==> src/rtl/mem_write_buffer.sv <==
// Posted-write buffer between a cache's 128-bit memory master and its interconnect slave port.
// Optional build macro WRBUF_MERGE_EN: same-line writes merge into the youngest queued entry.
module mem_write_buffer #(
    parameter int DEPTH    = 4,
    parameter int LINE_LSB = 4
) (
    input  logic                   clk,
    input  logic                   rst_n,
    input  logic [31:0]            in_address,
    input  logic                   in_read,
    input  logic                   in_write,
    input  logic [127:0]           in_writedata,
    input  logic [15:0]            in_byteenable,
    output logic [127:0]           in_readdata,
    output logic                   in_waitrequest,
    output logic [31:0]            out_address,
    output logic                   out_read,
    output logic                   out_write,
    output logic [127:0]           out_writedata,
    output logic [15:0]            out_byteenable,
    input  logic [127:0]           out_readdata,
    input  logic                   out_waitrequest,
    output logic [$clog2(DEPTH):0] wb_count,
    output logic                   wb_empty
);
    localparam int AW = $clog2(DEPTH);
    localparam int PW = AW + 1;

    localparam logic [1:0] ST_IDLE  = 2'd0;
    localparam logic [1:0] ST_WRITE = 2'd1;
    localparam logic [1:0] ST_READ  = 2'd2;

    logic [1:0]    state;
    logic [PW-1:0] wr_ptr, rd_ptr, count;
    logic [AW-1:0] wr_idx, rd_idx;
    logic          full, empty, hit;
    logic          start_read, start_write, pop, read_done, push, merge;
    logic [127:0]  head_data;
    logic [15:0]   head_be;

    logic [31:0]   addr_mem [DEPTH];
    logic [127:0]  data_mem [DEPTH];
    logic [15:0]   be_mem   [DEPTH];

    assign wr_idx   = wr_ptr[AW-1:0];
    assign rd_idx   = rd_ptr[AW-1:0];
    assign count    = wr_ptr - rd_ptr;
    assign empty    = (wr_ptr == rd_ptr);
    assign full     = (wr_ptr[AW] != rd_ptr[AW]) && (wr_idx == rd_idx);
    assign wb_count = count;
    assign wb_empty = empty;

    // The head entry stays valid while it sits on out_*, so a read to that line still waits.
    // NOTE: every always_comb output gets a default before any branch, so no latch is inferred.
    always_comb begin
        hit = 1'b0;
        for (int i = 0; i < DEPTH; i++) begin
            if (({1'b0, AW'(i) - rd_idx} < count) &&
                (addr_mem[i][31:LINE_LSB] == in_address[31:LINE_LSB]))
                hit = 1'b1;
        end
    end

    // A read that hits or finds the buffer full lets writes drain first, avoiding deadlock.
    assign start_read  = (state == ST_IDLE) && in_read && !hit && !full;
    assign start_write = (state == ST_IDLE) && !start_read && !empty;
    assign pop         = (state == ST_WRITE) && !out_waitrequest;
    assign read_done   = (state == ST_READ) && !out_waitrequest;
    assign push        = in_write && !full && !merge;

`ifdef WRBUF_MERGE_EN
    logic [AW-1:0] young_idx;
    logic [127:0]  merged_data;
    logic [15:0]   merged_be;

    assign young_idx = wr_idx - AW'(1);

    always_comb begin
        merged_data = data_mem[young_idx];
        for (int b = 0; b < 16; b++) begin
            if (in_byteenable[b])
                merged_data[8*b +: 8] = in_writedata[8*b +: 8];
        end
        merged_be = be_mem[young_idx] | in_byteenable;
    end

    // The youngest entry is off limits only once it is already on out_*; a merge in the
    // cycle it is being loaded forwards the merged line straight onto out_*.
    assign merge = in_write && !empty &&
                   (addr_mem[young_idx][31:LINE_LSB] == in_address[31:LINE_LSB]) &&
                   !((state == ST_WRITE) && (count == PW'(1)));
    assign head_data = (merge && count == PW'(1)) ? merged_data : data_mem[rd_idx];
    assign head_be   = (merge && count == PW'(1)) ? merged_be   : be_mem[rd_idx];
`else
    assign merge     = 1'b0;
    assign head_data = data_mem[rd_idx];
    assign head_be   = be_mem[rd_idx];
`endif

    always_comb begin
        in_waitrequest = 1'b1;
        if (rst_n) begin
            if (in_read)
                in_waitrequest = !read_done;
            else if (in_write)
                in_waitrequest = !(push || merge);
        end
    end

    assign in_readdata = read_done ? out_readdata : '0;

    // NOTE: entry storage has no reset; validity comes only from the reset pointers.
    always_ff @(posedge clk) begin
        if (push) begin
            addr_mem[wr_idx] <= in_address;
            data_mem[wr_idx] <= in_writedata;
            be_mem[wr_idx]   <= in_byteenable;
        end
`ifdef WRBUF_MERGE_EN
        if (merge) begin
            data_mem[young_idx] <= merged_data;
            be_mem[young_idx]   <= merged_be;
        end
`endif
    end

    // NOTE: sequential state uses non-blocking assignments so every flop samples pre-edge values.
    always_ff @(posedge clk or negedge rst_n) begin
        if (!rst_n) begin
            wr_ptr <= '0;
            rd_ptr <= '0;
        end else begin
            if (push)
                wr_ptr <= wr_ptr + PW'(1);
            if (pop)
                rd_ptr <= rd_ptr + PW'(1);
        end
    end

    always_ff @(posedge clk or negedge rst_n) begin
        if (!rst_n) begin
            state          <= ST_IDLE;
            out_read       <= 1'b0;
            out_write      <= 1'b0;
            out_address    <= '0;
            out_writedata  <= '0;
            out_byteenable <= '0;
        end else begin
            case (state)
                ST_IDLE: begin
                    if (start_read) begin
                        out_read       <= 1'b1;
                        out_address    <= in_address;
                        out_byteenable <= in_byteenable;
                        state          <= ST_READ;
                    end else if (start_write) begin
                        out_write      <= 1'b1;
                        out_address    <= addr_mem[rd_idx];
                        out_writedata  <= head_data;
                        out_byteenable <= head_be;
                        state          <= ST_WRITE;
                    end
                end
                ST_WRITE: begin
                    if (!out_waitrequest) begin
                        out_write <= 1'b0;
                        state     <= ST_IDLE;
                    end
                end
                ST_READ: begin
                    if (!out_waitrequest) begin
                        out_read <= 1'b0;
                        state    <= ST_IDLE;
                    end
                end
                default: state <= ST_IDLE;
            endcase
        end
    end

    illegal_read_write: assert property (@(posedge clk) disable iff (!rst_n) !(in_read && in_write));

endmodule

==> config.mk <==
export PLATFORM = sky130hd
export DESIGN_NAME = mem_write_buffer
export DESIGN_NICKNAME = d
export VERILOG_FILES = /design/src/rtl/mem_write_buffer.sv
export SDC_FILE = /design/constraint.sdc
export NUM_CORES = 1
export LEC_CHECK = 0
export ABC_AREA = 1
export CAP_MARGIN = 20
export CORE_UTILIZATION = 30
export DETAILED_ROUTE_END_ITERATION = 6
export SYNTH_ARGS = -nofsm -noshare
export SYNTH_HDL_FRONTEND = slang
export SYNTH_SLANG_ARGS = --single-unit
==> constraint.sdc <==
create_clock -name clk -period 24.4 [get_ports clk]
set_input_delay 4.88 -clock clk [delete_from_list [all_inputs] [get_ports clk]]
set_output_delay 4.88 -clock clk [all_outputs]
set_load 0.01 [all_outputs]
==> metrics.cfg <==
[outcome]
status=completed

[sta]
fmax_ghz=0.0815
finalClockSkew_ns=0.0260
worst_slack_ns=12.12
final.setup.tns_ns=0
hold_slack_ns=0.469
period_needed_ns=12.28
maxSlewViolCount=0
slew_headroom_pct=9.60
hold_viol_final=0
setup-violations-final=0
worstMarginPinSlew_ns=1.36
finalCritPeriodShare_pct=50.3
rsz0062_at_grt=no

[logic_synthesis]
syn_area_um2=36800
syn_inst=3192
syn_area_per_cell_um2=11.5
ys_seq_area_share_pct=70.2
yosysUniqueCellTypes=31
ys_ff_latch=890
syn_nets=3518
yosys_warnings=0

[global_routing]
antenna_found_initial=23
grt_pass1_wl_um=156000
grt_use_total_pct=16.3
grt_max_degree=186
grt_pass1_vias=24707
grt_overflow=0

[clock_tree]
path_clk_slew_ns=0.06
root_buffer=clkbuf_16
clk_path_buf_depth=3
clk_latency_ns=0.66
cts_num_sinks=890
cts_hold_buffers=0
cts_tree=built
cts_setup_buffers=0
cts-resized-gates=0
cts_buffers=98
h-tree-depth=3

[critical_path]
crit_path_frequent_cell=clkdlybuf4s50_1
path_buf_inv=4
cp_max_fo=65
critPathRequiredTime_ns=19.52
worstPathCellList=clkdlybuf4s50_1 > inv_1 > nand2_4 > buf_4 > nand2_1 > nand3_1 > clkdlybuf4s50_1
cp.arrival_ns=7.40
worstSetupStartpointType=input pin
path_class=input pin to output port
cpPeakStageDelay_ns=0.60
end_kind=output port
cp_slowest_cell=buf_4
rrSetupSlack_ns=18.73
cpLargestDelayFamily=buffers and inverters

[place]
hpwlAfterDp_um=65900
gp_congestion=0.858
portBuffers=619
dp_slack_ns=12.16

[floorplan]
die_w_um=352
num_rows=128
start_util_pct=30.2
die_area_um2=124000
dieHeight_um=352
io_pins=620
core-area_um2=122000

[route]
dr.pass1.iters=6
drt_wl_total_um=104000
ant_nets=0
drc_errors=0
via_count=25600
wl_per_cell_um=18.9
first_iter_violations=1867
via_per_inst=4.68

[power]
peakVddDrop_mv=0.0882
finalPower_uw=6080
cellLeakagePower_uw=0.0182
powerDensity_nw_per_um2=127

[run]
max_cap_violations=0

[final_layout]
fillers=11727
drive_gt1_share_pct=5.96
syn_to_final_growth_pct=30.2
fin_nets=4085

[hold_path]
hold_class=flop to flop

synthesized netlist by cell type, drive strengths merged:
library cell,count,area [um^2]
a21oi,167,840
a32o,128,1280
buf,69,521
clkbuf,122,460
dfrtp,186,4650
edfxtp,704,21100
fa,1,20.0
ha,16,200
inv,234,878
nand2,853,3210
nand3,77,398
nand4,6,37.5
nor2,248,933
nor3,12,60.1
o211ai,3,22.5
o21ai,278,1390
o22ai,25,156
or2,2,12.5
xnor2,12,105
xor2,49,429
area by class of cell:
class	count	area, um^2	share of cell area, %
inverter	234	893	1.87
tap	1625	2030	4.25
sequential	890	25800	53.9
clock inverter	57	697	1.46
multi-input combinational	1877	9140	19.1
timing repair buffer	658	6540	13.7
clock buffer	129	2730	5.71
antenna	2	5.00	0.0105
power breakdown:
| group | leakage, uW | total [uW] | switching (uW) | internal [uW] |
|---|---|---|---|---|
| Sequential | 0.00872 | 2280 | 168 | 2110 |
| Combinational | 0.00780 | 2260 | 1420 | 837 |
| Clock | 0.00168 | 1540 | 621 | 923 |
| Total | 0.0182 | 6080 | 2210 | 3870 |
layout by cell type (no fill, tap or decap), types with 12 or more instances in the layout:
cell	n
bufinv_16	12
buf_4	36
clkbuf_16	101
xor2_1	49
dfrtp_1	184
o22ai_1	25
clkinv_2	21
nand2_1	848
o21ai_1	80
a32o_1	128
clkbuf_1	18
nand3_1	76
clkdlybuf4s50_1	618
nor3_1	12
inv_2	14
o21ai_0	198
inv_1	218
edfxtp_1	704
xnor2_1	12
a21oi_1	166
ha_1	16
nor2_1	243
sequential cells by signal, indices dropped and copies added, names as in the netlist:
signal          flops
addr_mem          128
rd_ptr              3
out_byteenable     16
out_read            1
be_mem             64
out_write           1
out_writedata     128
out_address        32
data_mem          512
wr_ptr              3
state               2
per-stage QoR:
stage	area, um^2	util, %	std cells
CTS	47800	39.3	5469
finish	47800	39.3	5472
detailed placement	44400	36.5	5283
global route	47800	39.3	5471
floorplan	36800	-	3192
global placement	44400	36.5	5283
tightest hold or removal path, delay by kind of cell (launching register included):
kind,cells,cell delay [ns]
flops,1,0.34
simple gates,2,0.09
layer usage:
layer,global-route usage (%),vias to the layer above,routed length (um)
li1,-,12147,-
met1,21.4,12432,44300
met2,26.0,798,48200
met3,5.11,187,8480
met4,4.25,36,2410
met5,0,-,237
path summary, 6_finish.rpt:
path | end | startpoint | cells past startpoint
min in group asynchronous | out_byteenable[14] | rst_n | 1
min reg2reg | out_write | out_write | 2
max | in_waitrequest | out_waitrequest | 7
max in group asynchronous | out_writedata[27] | rst_n | 3
min | out_write | out_write | 2
max reg2reg | out_writedata[40] | rd_ptr[1] | 18
kinds of logic after synthesis:
kind of cell             share of synthesized area [%]
AO/OA/AOI/OAI                                     10.0
XOR/XNOR                                          1.45
adder cells (fa/ha/maj)                          0.599
buffers and inverters                             5.06
flip-flops                                        70.2
AND/OR/NAND/NOR                                   12.7
No activity file was read; power rests on OpenSTA's default activity.
